--- src/rtl/sht21_iic_responder_if.sv ---
// Open-drain IIC bus view plus sensor data/status signals of the SHT21 responder.
// Pure wiring: no storage, zero latency.
// No backpressure: the bus is clocked by the master; the responder can only stretch SCL.
interface sht21_iic_responder_if;
  logic        scl_in;
  logic        sda_in;
  logic        scl_oe;
  logic        sda_oe;
  logic [15:0] tem_data;
  logic [15:0] hum_data;
  logic [7:0]  cmd_last;
  logic        meas_done;

  modport slave (
    input  scl_in, sda_in, tem_data, hum_data,
    output scl_oe, sda_oe, cmd_last, meas_done
  );

  modport master (
    output scl_in, sda_in, tem_data, hum_data,
    input  scl_oe, sda_oe, cmd_last, meas_done
  );
endinterface

--- src/rtl/sht21_iic_responder.sv ---
// SHT21 IIC target model: accepts a measure command, returns MSB, LSB and CRC-8 on the read phase.
// START/STOP act 3 clks after the bus edge; sda_oe moves 3 clks after a raw SCL fall.
// Backpressure: holds SCL low for HOLD_CYCLES clks before the first read byte.
module sht21_iic_responder #(
  parameter logic [6:0]  DEV_ADDR    = 7'h40,
  parameter logic [7:0]  CMD_T       = 8'hE3,
  parameter logic [7:0]  CMD_H       = 8'hE5,
  parameter logic [15:0] HOLD_CYCLES = 16'd1000
) (
  input  logic                 clk,
  input  logic                 rst,
  sht21_iic_responder_if.slave bus
);

  typedef enum logic [2:0] {
    S_IDLE, S_ADDR, S_CMD, S_WAIT_RS, S_HOLD, S_TX, S_IGNORE
  } state_t;

  localparam logic [7:0] ADDR_WR = {DEV_ADDR, 1'b0};
  localparam logic [7:0] ADDR_RD = {DEV_ADDR, 1'b1};

  // Bitwise CRC-8, poly 0x31, init 0x00, MSB first, no reflection.
  function automatic logic [7:0] crc8(input logic [15:0] d);
    logic [7:0] c;
    c = 8'h00;
    for (int i = 15; i >= 0; i--) begin
      if (c[7] ^ d[i]) c = {c[6:0], 1'b0} ^ 8'h31;
      else             c = {c[6:0], 1'b0};
    end
    return c;
  endfunction

  logic [1:0]  r_scl_sync, r_sda_sync;
  logic        r_scl_prev, r_sda_prev;
  state_t      r_state;
  logic        r_sda_oe, r_scl_oe, r_meas_done, r_pending;
  logic [7:0]  r_cmd_last, r_shift;
  logic [3:0]  r_bit_cnt;
  logic [1:0]  r_byte_idx;
  logic [15:0] r_word, r_hold_cnt;

  logic        w_scl, w_sda, w_scl_rise, w_scl_fall, w_start, w_stop;
  logic [15:0] w_resp_word;
  logic [7:0]  w_crc, w_tx_byte, w_next_byte;

  assign w_scl      = r_scl_sync[1];
  assign w_sda      = r_sda_sync[1];
  assign w_scl_rise = w_scl & ~r_scl_prev;
  assign w_scl_fall = ~w_scl & r_scl_prev;
  assign w_start    = w_scl & r_scl_prev & r_sda_prev & ~w_sda;
  assign w_stop     = w_scl & r_scl_prev & ~r_sda_prev & w_sda;

  assign w_resp_word = (r_cmd_last == CMD_T) ? bus.tem_data : bus.hum_data;
  assign w_crc       = crc8(r_word);

  // Byte currently being shifted out, and the one that follows it after an ACK.
  always_comb begin
    w_tx_byte   = r_word[15:8];
    w_next_byte = r_word[7:0];
    case (r_byte_idx)
      2'd0:    begin w_tx_byte = r_word[15:8]; w_next_byte = r_word[7:0]; end
      2'd1:    begin w_tx_byte = r_word[7:0];  w_next_byte = w_crc;       end
      default: begin w_tx_byte = w_crc;        w_next_byte = w_crc;       end
    endcase
  end

  assign bus.scl_oe    = r_scl_oe;
  assign bus.sda_oe    = r_sda_oe;
  assign bus.cmd_last  = r_cmd_last;
  assign bus.meas_done = r_meas_done;

  // Two-flop synchronizers plus one-clk history for edge and START/STOP detection.
  always_ff @(posedge clk or posedge rst) begin
    if (rst) begin
      r_scl_sync <= 2'b11;
      r_sda_sync <= 2'b11;
      r_scl_prev <= 1'b1;
      r_sda_prev <= 1'b1;
    end else begin
      r_scl_sync <= {r_scl_sync[0], bus.scl_in};
      r_sda_sync <= {r_sda_sync[0], bus.sda_in};
      r_scl_prev <= r_scl_sync[1];
      r_sda_prev <= r_sda_sync[1];
    end
  end

  // Protocol FSM; START/STOP override any SCL edge seen in the same clk.
  always_ff @(posedge clk or posedge rst) begin
    if (rst) begin
      r_state     <= S_IDLE;
      r_sda_oe    <= 1'b0;
      r_scl_oe    <= 1'b0;
      r_meas_done <= 1'b0;
      r_pending   <= 1'b0;
      r_cmd_last  <= 8'h00;
      r_shift     <= 8'h00;
      r_bit_cnt   <= 4'd0;
      r_byte_idx  <= 2'd0;
      r_word      <= 16'h0000;
      r_hold_cnt  <= 16'd0;
    end else begin
      r_meas_done <= 1'b0;
      if (w_start) begin
        r_state   <= S_ADDR;
        r_bit_cnt <= 4'd0;
        r_sda_oe  <= 1'b0;
        r_scl_oe  <= 1'b0;
      end else if (w_stop) begin
        r_state  <= S_IDLE;
        r_sda_oe <= 1'b0;
        r_scl_oe <= 1'b0;
      end else begin
        case (r_state)
          S_ADDR, S_CMD: begin
            if (w_scl_rise && r_bit_cnt != 4'd9) begin
              r_bit_cnt <= r_bit_cnt + 4'd1;
              if (r_bit_cnt < 4'd8) r_shift <= {r_shift[6:0], w_sda};
            end else if (w_scl_fall && r_bit_cnt == 4'd8) begin
              // Full byte in: ACK by pulling SDA, or leave SDA released and ignore the rest.
              if (r_state == S_ADDR) begin
                if (r_shift == ADDR_WR || (r_shift == ADDR_RD && r_pending)) r_sda_oe <= 1'b1;
                else r_state <= S_IGNORE;
              end else begin
                if (r_shift == CMD_T || r_shift == CMD_H) begin
                  r_sda_oe   <= 1'b1;
                  r_cmd_last <= r_shift;
                  r_pending  <= 1'b1;
                end else begin
                  r_state <= S_IGNORE;
                end
              end
            end else if (w_scl_fall && r_bit_cnt == 4'd9) begin
              // End of our ACK bit.
              r_sda_oe  <= 1'b0;
              r_bit_cnt <= 4'd0;
              if (r_state == S_CMD) begin
                r_state <= S_WAIT_RS;
              end else if (r_shift == ADDR_WR) begin
                r_state <= S_CMD;
              end else begin
                r_word     <= w_resp_word;
                r_byte_idx <= 2'd0;
                r_hold_cnt <= 16'd0;
                if (HOLD_CYCLES == 16'd0) begin
                  r_state  <= S_TX;
                  r_sda_oe <= ~w_resp_word[15];
                end else begin
                  r_state  <= S_HOLD;
                  r_scl_oe <= 1'b1;
                end
              end
            end
          end
          S_HOLD: begin
            // Release SCL and present the first data bit in the same clk.
            if (r_hold_cnt == HOLD_CYCLES - 16'd1) begin
              r_scl_oe <= 1'b0;
              r_sda_oe <= ~r_word[15];
              r_state  <= S_TX;
            end else begin
              r_hold_cnt <= r_hold_cnt + 16'd1;
            end
          end
          S_TX: begin
            if (w_scl_rise) begin
              if (r_bit_cnt == 4'd8) begin
                // Master ACK/NACK sample; the CRC byte ends the measurement either way.
                if (r_byte_idx == 2'd2) begin
                  r_meas_done <= 1'b1;
                  r_pending   <= 1'b0;
                  r_state     <= S_IGNORE;
                end else if (w_sda) begin
                  r_state <= S_IGNORE;
                end else begin
                  r_bit_cnt <= 4'd9;
                end
              end else begin
                r_bit_cnt <= r_bit_cnt + 4'd1;
              end
            end else if (w_scl_fall) begin
              if (r_bit_cnt < 4'd8) begin
                r_sda_oe <= ~w_tx_byte[3'd7 - r_bit_cnt[2:0]];
              end else if (r_bit_cnt == 4'd8) begin
                r_sda_oe <= 1'b0;
              end else begin
                r_byte_idx <= r_byte_idx + 2'd1;
                r_bit_cnt  <= 4'd0;
                r_sda_oe   <= ~w_next_byte[7];
              end
            end
          end
          S_IGNORE: begin
            r_sda_oe <= 1'b0;
            r_scl_oe <= 1'b0;
          end
          default: ;
        endcase
      end
    end
  end

endmodule

--- src/flat_wrapper.sv ---
// flat-port wrapper written by rule: the top's interface ports become plain ports
module sht21_iic_responder_flat 
#(
  parameter logic [6:0]  DEV_ADDR    = 7'h40,
  parameter logic [7:0]  CMD_T       = 8'hE3,
  parameter logic [7:0]  CMD_H       = 8'hE5,
  parameter logic [15:0] HOLD_CYCLES = 16'd1000
)
  (clk, rst, bus_scl_in, bus_sda_in, bus_tem_data, bus_hum_data, bus_scl_oe, bus_sda_oe, bus_cmd_last, bus_meas_done);
  sht21_iic_responder_if bus_i ();
  input  logic clk;
  input  logic rst;
  input wire logic [$bits(bus_i.scl_in)-1:0] bus_scl_in;
  input wire logic [$bits(bus_i.sda_in)-1:0] bus_sda_in;
  input wire logic [$bits(bus_i.tem_data)-1:0] bus_tem_data;
  input wire logic [$bits(bus_i.hum_data)-1:0] bus_hum_data;
  output wire logic [$bits(bus_i.scl_oe)-1:0] bus_scl_oe;
  output wire logic [$bits(bus_i.sda_oe)-1:0] bus_sda_oe;
  output wire logic [$bits(bus_i.cmd_last)-1:0] bus_cmd_last;
  output wire logic [$bits(bus_i.meas_done)-1:0] bus_meas_done;
  assign bus_i.scl_in = bus_scl_in;
  assign bus_i.sda_in = bus_sda_in;
  assign bus_i.tem_data = bus_tem_data;
  assign bus_i.hum_data = bus_hum_data;
  assign bus_scl_oe = bus_i.scl_oe;
  assign bus_sda_oe = bus_i.sda_oe;
  assign bus_cmd_last = bus_i.cmd_last;
  assign bus_meas_done = bus_i.meas_done;
  sht21_iic_responder #(.DEV_ADDR(DEV_ADDR), .CMD_T(CMD_T), .CMD_H(CMD_H), .HOLD_CYCLES(HOLD_CYCLES)) u_core (.clk(clk), .rst(rst), .bus(bus_i));
endmodule
--- config.mk ---
export PLATFORM = sky130hd
export DESIGN_NAME = sht21_iic_responder_flat
export DESIGN_NICKNAME = d
export VERILOG_FILES = /design/src/rtl/sht21_iic_responder_if.sv /design/src/rtl/sht21_iic_responder.sv /design/src/flat_wrapper.sv
export SDC_FILE = /design/constraint.sdc
export NUM_CORES = 1
export LEC_CHECK = 0
export CAP_MARGIN = 20
export CORE_UTILIZATION = 35
export DETAILED_ROUTE_END_ITERATION = 8
export SLEW_MARGIN = 30
export SYNTH_ARGS = -nofsm -noshare
export SYNTH_HDL_FRONTEND = slang
export SYNTH_SLANG_ARGS = --single-unit
export TNS_END_PERCENT = 100
--- constraint.sdc ---
create_clock -name clk -period 2.46 [get_ports clk]
set_input_delay 0.369 -clock clk [delete_from_list [all_inputs] [get_ports clk]]
set_output_delay 0.369 -clock clk [all_outputs]
set_load 0.005 [all_outputs]
# == Word-level counts from Yosys, hierarchy flattened ==
# Cells that the tools add are included.
# word_totals
wordCells,255
inputBits,36
ff_bits,67
# classes
add_sub_neg,4
bitwise,51
reduce_logical,24
eq_ne,56
n_lt_le_gt_ge,2
mux,103
# ops
op,n
16-bit two-way mux,7
6-bit two-way mux,16
4-bit two-way mux,12
3-bit two-way mux,15
3-bit NOT,15
"8-bit equality test, second input constant",5
1-bit two-way mux,34
16-bit one-hot mux with 2 select lines,1
"4-bit by 1-bit != test with 1-bit output, second input constant",7
"4-bit by 2-bit != test with 1-bit output, second input constant",7
9-bit AND reduction,3
"6-bit by 4-bit != test with 1-bit output, second input constant",4
2-bit two-way mux,9
"2-bit != test, second input constant",9
"16-bit by 1-bit adder with 16-bit output, second input constant",1
"16-bit by 10-bit equality test with 1-bit output, second input constant",1
"2-bit by 1-bit != test with 1-bit output, second input constant",8
8-bit one-hot mux with 2 select lines,1
8-bit AND reduction,2
1-bit NOT,14
7-bit AND reduction,2
1-bit XOR,13
"4-bit != test, second input constant",3
12-bit AND reduction,1
other kinds (33),50

# == Longest topological paths before layout ==
# depth
depth_word,41
depth_mapped,11
depth_no_buf,10

# == Worst setup path after synthesis ==
# Ideal clock, no wire load.
# synth_timing
path_type,reg-to-reg
start,register u_core.r_bit_cnt[1]
end,register u_core.r_hold_cnt[13]
path_stages_with_launch,12
t_arrival_ns,2.347
slack_ns,-0.019
synth_period_minus_slack_ns,2.479
setup_time_ns,0.132
path_cell_list,dfrtp_1 > buf_2 > inv_1 > ha_1 > nand3b_1 > nor2_1 > nand4b_1 > a211o_1 > nor4_1 > and2_1 > xnor2_1 > nor2_1
# synth_between
elab_chain_len,4
elab_cells_between_ends,10
# synth_rtl
element,line,text
"start, declared",sht21_iic_responder.sv:38,logic [3:0] r_bit_cnt;
"start signal, assigned",sht21_iic_responder.sv:116,r_bit_cnt <= r_bit_cnt + 4'd1;
"start signal, assigned",sht21_iic_responder.sv:178,r_bit_cnt <= r_bit_cnt + 4'd1;
4-bit != test (tied with other cells),sht21_iic_responder.sv:115,if (w_scl_rise && r_bit_cnt != 4'd9) begin
1-bit logical AND (on tied branches),"sht21_iic_responder.sv:115, sht21_iic_responder.sv:118, sht21_iic_responder.sv:132",
2-bit != test (no source line) or 2-bit by 1-bit != test with 1-bit output (tied branches),n/a,
9-bit AND reduction (no source line) *,n/a,
"end signal, assigned",sht21_iic_responder.sv:161,r_hold_cnt <= r_hold_cnt + 16'd1;
"end, declared",sht21_iic_responder.sv:40,"logic [15:0] r_word, r_hold_cnt;"
# Every way passes the cells marked *; elsewhere a longest branch is shown, timed or not.
# A chain may end at the register's enable or synchronous reset.

# == Final worst setup path ==
# layout_timing
start,register u_core.r_word[2]
end,register u_core.r_sda_oe (netlist: u_core.bus.sda_oe)
# layout_between
elab_chain_len,14
elab_cells_between_ends,18
# layout_rtl
element,line,text
"start, declared",sht21_iic_responder.sv:40,
"start signal, assigned",sht21_iic_responder.sv:141,r_word <= w_resp_word;
1-bit XOR,sht21_iic_responder.sv:27,"if (c[7] ^ d[i]) c = {c[6:0], 1'b0} ^ 8'h31;"
6-bit two-way mux,sht21_iic_responder.sv:27,
6-bit two-way mux or 3-bit NOT (tied branches),n/a,
6-bit two-way mux,sht21_iic_responder.sv:27,
8-bit one-hot mux with 2 select lines,sht21_iic_responder.sv:60,case (r_byte_idx)
1-bit binary-select mux with 3-bit select,sht21_iic_responder.sv:182,r_sda_oe <= ~w_tx_byte[3'd7 - r_bit_cnt[2:0]];
1-bit two-way mux (not written as such),sht21_iic_responder.sv:182,
1-bit NOT,sht21_iic_responder.sv:182,
1-bit two-way mux *,sht21_iic_responder.sv:181,if (r_bit_cnt < 4'd8) begin
1-bit two-way mux *,sht21_iic_responder.sv:180,end else if (w_scl_fall) begin
1-bit two-way mux *,sht21_iic_responder.sv:165,if (w_scl_rise) begin
1-bit one-hot mux with 4 select lines *,sht21_iic_responder.sv:113,case (r_state)
1-bit two-way mux *,sht21_iic_responder.sv:108,end else if (w_stop) begin
1-bit two-way mux *,sht21_iic_responder.sv:103,if (w_start) begin
"end signal, assigned",sht21_iic_responder.sv:158,r_sda_oe <= ~r_word[15];
"end signal, assigned",sht21_iic_responder.sv:182,
"end signal, assigned",sht21_iic_responder.sv:188,r_sda_oe <= ~w_next_byte[7];
"end, declared",sht21_iic_responder.sv:36,"logic r_sda_oe, r_scl_oe, r_meas_done, r_pending;"
# Every way passes the cells marked *; elsewhere a longest branch is shown, timed or not. The select of a mux whose other input is x is not followed.

==> impl_metrics.yaml <==
clock_tree:
  cts.sink_count: 67
  cts_buffers: 9
  h-tree-depth: 3
  clockBufferDepth: 2
  clk_pin_slew_worst_paths_ns: 0.06
  cts_tree: "yes"
  root_buffer: "clkbuf_16"
  worstSkewPairLatency_ns: 0.33
setup_path:
  cp_slowest_cell: "xnor3_2"
  path_cells: "xnor3_1 -> xnor3_2 -> buf_4 -> xnor2_1 -> a221oi_1 -> a211o_1 -> a311oi_2 -> o31ai_1"
  worst_r2r_endpoint: "u_core.bus.sda_oe"
  r2r_cells: 8
  path_max_fanout: 2
  r2r_setup_slack_ns: 0.007
  critPathKind: "reg2reg"
  crit_family: "XOR/XNOR gates"
  startpoint_type: "register"
  cp_num_buf_inv: 1
  cp_slowest_stage_delay_ns: 0.44
  crit_path_end_kind: "register"
  reg2reg_from: "u_core.r_word[2]"
  required_ns: 2.65
  critPathArrivalTime_ns: 2.65
pwr:
  p_int_mw: 2.950
  p_sw_share_pct: 32.31
  peakVddDrop_mv: 0.3611
  power.density_nw_per_um2: 788.0
  p_sw_mw: 1.408
  total_power_mw: 4.358
  leakage_nw: 2.344
  sequentialPowerShare_pct: 33.0
  comb_power_share_pct: 38.0
  p_clk_share_pct: 29.0
synthesis:
  syn_area_um2: 4008
  async_flop_share_pct: 100.0
  yosys-top-cells-count: "dfrtp_1, nor2_1, a21oi_1"
  synth_largest_area_cell: "dfrtp_1"
  synth_top_area_share_pct: 38.09
  yosys_warnings: 0
  synthTopCellsByArea: "dfrtp_1, xnor2_1, nor2_1"
  synth.most_common_cell: "dfrtp_1"
  synth.distinct_cells: 56
  synthesis.instances: 409
  synth.net_count: 454
  syn_area_per_cell_um2: 9.799
  synth-seq-cells: 67
  seq_area_frac_synth_pct: 42.02
  synthFlopType: "dfrtp_1"
  synth_edf_count: 0
cells_and_area:
  nFillCells: 1012
  multi_input_area_um2: 2331
  regArea_um2: 1685
  nets: 560
  drive_gt1_share_pct: 25.00
  area_delta_synth_final_pct: 38.00
  finalNonFillerCells: 660
  diodes: 0
  utilization_pct: 50.35
sta:
  fin_ws_ns: 0.006871
  tightest_slew_ns: 0.6595
  period_needed_ns: 2.453
  drv_slew: 0
  slew_headroom_pct: 55.93
  finClkSkew_ns: 0.007010
  finalCritPeriodShare_pct: 99.72
  hold_violations: 0
  rsz0062_at_grt: "yes"
  setup-violations-final: 0
  fmax_mhz: 407.6
drt:
  wl_per_cell_um: 15.00
  via_count: 3369
  ant_nets: 0
  vias_per_cell: 5.105
  first_iter_violations: 138
  firstDrtPassIters: 5
  wl_um: 9898
  drcViolationCount: 0
die:
  ios: 47
  dieArea_um2: 11880
  die_w_um: 109.0
  initial_core_util_pct: 36.49
  core_um2: 10980
  placementRows: 38
  fp.dieH_um: 109.0
status:
  status: "finished, final reports clean"
global_route:
  gr-total-overflow: 0
  antenna_found_initial: 0
  grt_use_total_pct: 17.62
  grt_pass1_vias: 3419
  grt_pass1_wl_um: 16080
  grt_max_degree: 34
job:
  maxCapViolations: 0
place:
  gp_congestion: 0.8390
  pre_cts_ws_ns: -0.1465
  numPortBuffers: 46
  dp_cells: 638
  hpwl_um: 7365
hold_path:
  hold_path_end: "u_core.r_sda_sync[1]"
  hold_depth: 0
  hp-start: "u_core.r_sda_sync[0]"
  hold_path_class: "reg2reg"
-- cells in the final DEF, fill, tap and decap left out, drive strengths merged, types with 3 or more instances in the layout --
master	count
a211oi	3
a21oi	34
a221o	3
a22oi	5
and2	7
buf	69
clkbuf	15
clkdlybuf4s50	46
dfrtp	61
dfstp	6
ha	9
inv	12
mux2	13
mux2i	18
nand2	27
nand2b	9
nand3	10
nand4	7
nor2	49
nor3	4
nor4	4
o21ai	19
o31ai	4
or3	6
xnor2	25
xnor3	6
xor2	10
-- layout make-up --
| class | instances | area share (%) |
|---|---|---|
| Tap cell | 140 | 3.167 |
| Sequential cell | 67 | 30.48 |
| Clock buffer | 15 | 5.385 |
| Clock inverter | 1 | 0.09050 |
| Inverter | 12 | 0.8145 |
| Multi-Input combinational cell | 310 | 42.15 |
| Timing Repair Buffer | 115 | 17.92 |
-- worst register-to-register path, cell delays in order (launching register included) --
cell and delay (ns):
dfrtp_1 0.40, xnor3_1 0.39, xnor3_2 0.44, buf_4 0.15
xnor2_1 0.20, a221oi_1 0.11, a211o_1 0.29, a311oi_2 0.21
o31ai_1 0.12
-- metrics by stage --
step	TNS [ns]	hold slack (ns)	area (um^2)
floorplan	0	0.3452	4014
global placement	-1.400	0.3475	5062
detailed placement	-0.5329	0.3472	5067
CTS	0	0.3545	5454
global route	-0.4200	0.3611	5530
finish	0	0.3539	5530
-- cell families after synthesis --
kind of cell             after synthesis  synth area share (%)
AND/OR/NAND/NOR                      136                 16.77
AO/OA/AOI/OAI                         91                 14.33
flip-flops                            67                 42.02
XOR/XNOR                              43                 12.71
buffers and inverters                 32                 3.216
multiplexers                          31                 8.149
adder cells (fa/ha/maj)                9                 2.810
-- power by group through the flow --
stage / clock (mW) / sequential, mW / combinational, mW
2_1_floorplan: 0 / 1.43 / 0.928
3_3_place_gp: 0 / 1.44 / 1.57
3_5_place_dp: 0 / 1.44 / 1.60
4_1_cts: 1.30 / 1.44 / 1.64
5_1_grt: 1.34 / 1.46 / 1.84
6_report: 1.26 / 1.44 / 1.65
-- per-layer routing --
layer | vias to the layer above | track usage, % | share of wire (%)
met5 | - | 0 | 0
met4 | 0 | 6.178 | 1.8
met3 | 16 | 3.706 | 3.6
met2 | 56 | 29.96 | 51
met1 | 1625 | 21.99 | 44
li1 | 1672 | - | -
-- worst max path at each step --
| stage | slack [ns] | cells after the start | from | endpoint |
|---|---|---|---|---|
| 2_1_floorplan | 0.02 | 11 | u_core.r_bit_cnt[1] | u_core.r_hold_cnt[12] |
| 3_3_place_gp | -0.1 | 7 | u_core.r_scl_prev | u_core.r_hold_cnt[4] |
| 3_5_place_dp | -0.15 | 9 | u_core.r_scl_prev | u_core.r_hold_cnt[14] |
| 4_1_cts | 0.003 | 9 | u_core.r_scl_prev | u_core.r_hold_cnt[12] |
| 5_1_grt | -0.12 | 8 | u_core.r_word[15] | u_core.bus.sda_oe |
| 6_report | 0.007 | 8 | u_core.r_word[2] | u_core.bus.sda_oe |
-- state kept, by name (all words and copies together) (netlist names) --
| signal | cells |
|---|---|
| u_core.r_hold_cnt | 16 |
| u_core.r_word | 16 |
| u_core.bus.cmd_last | 8 |
| u_core.r_shift | 8 |
| u_core.r_bit_cnt | 4 |
| u_core.r_state | 3 |
| u_core.r_byte_idx | 2 |
| u_core.r_scl_sync | 2 |
| u_core.r_sda_sync | 2 |
| u_core.bus.meas_done | 1 |
| u_core.bus.scl_oe | 1 |
| u_core.bus.sda_oe | 1 |
| u_core.r_pending | 1 |
| u_core.r_scl_prev | 1 |
| u_core.r_sda_prev | 1 |
-- repair_timing --
action | 4_1_cts | 5_1_grt
hold buffers | 0 | 0
buffers inserted | 4 | 2
pin swaps | 9 | 16
setup endpoints to repair | 8 | 15
gates resized for setup | 11 | 13
Power figures use the tool's default switching activity.
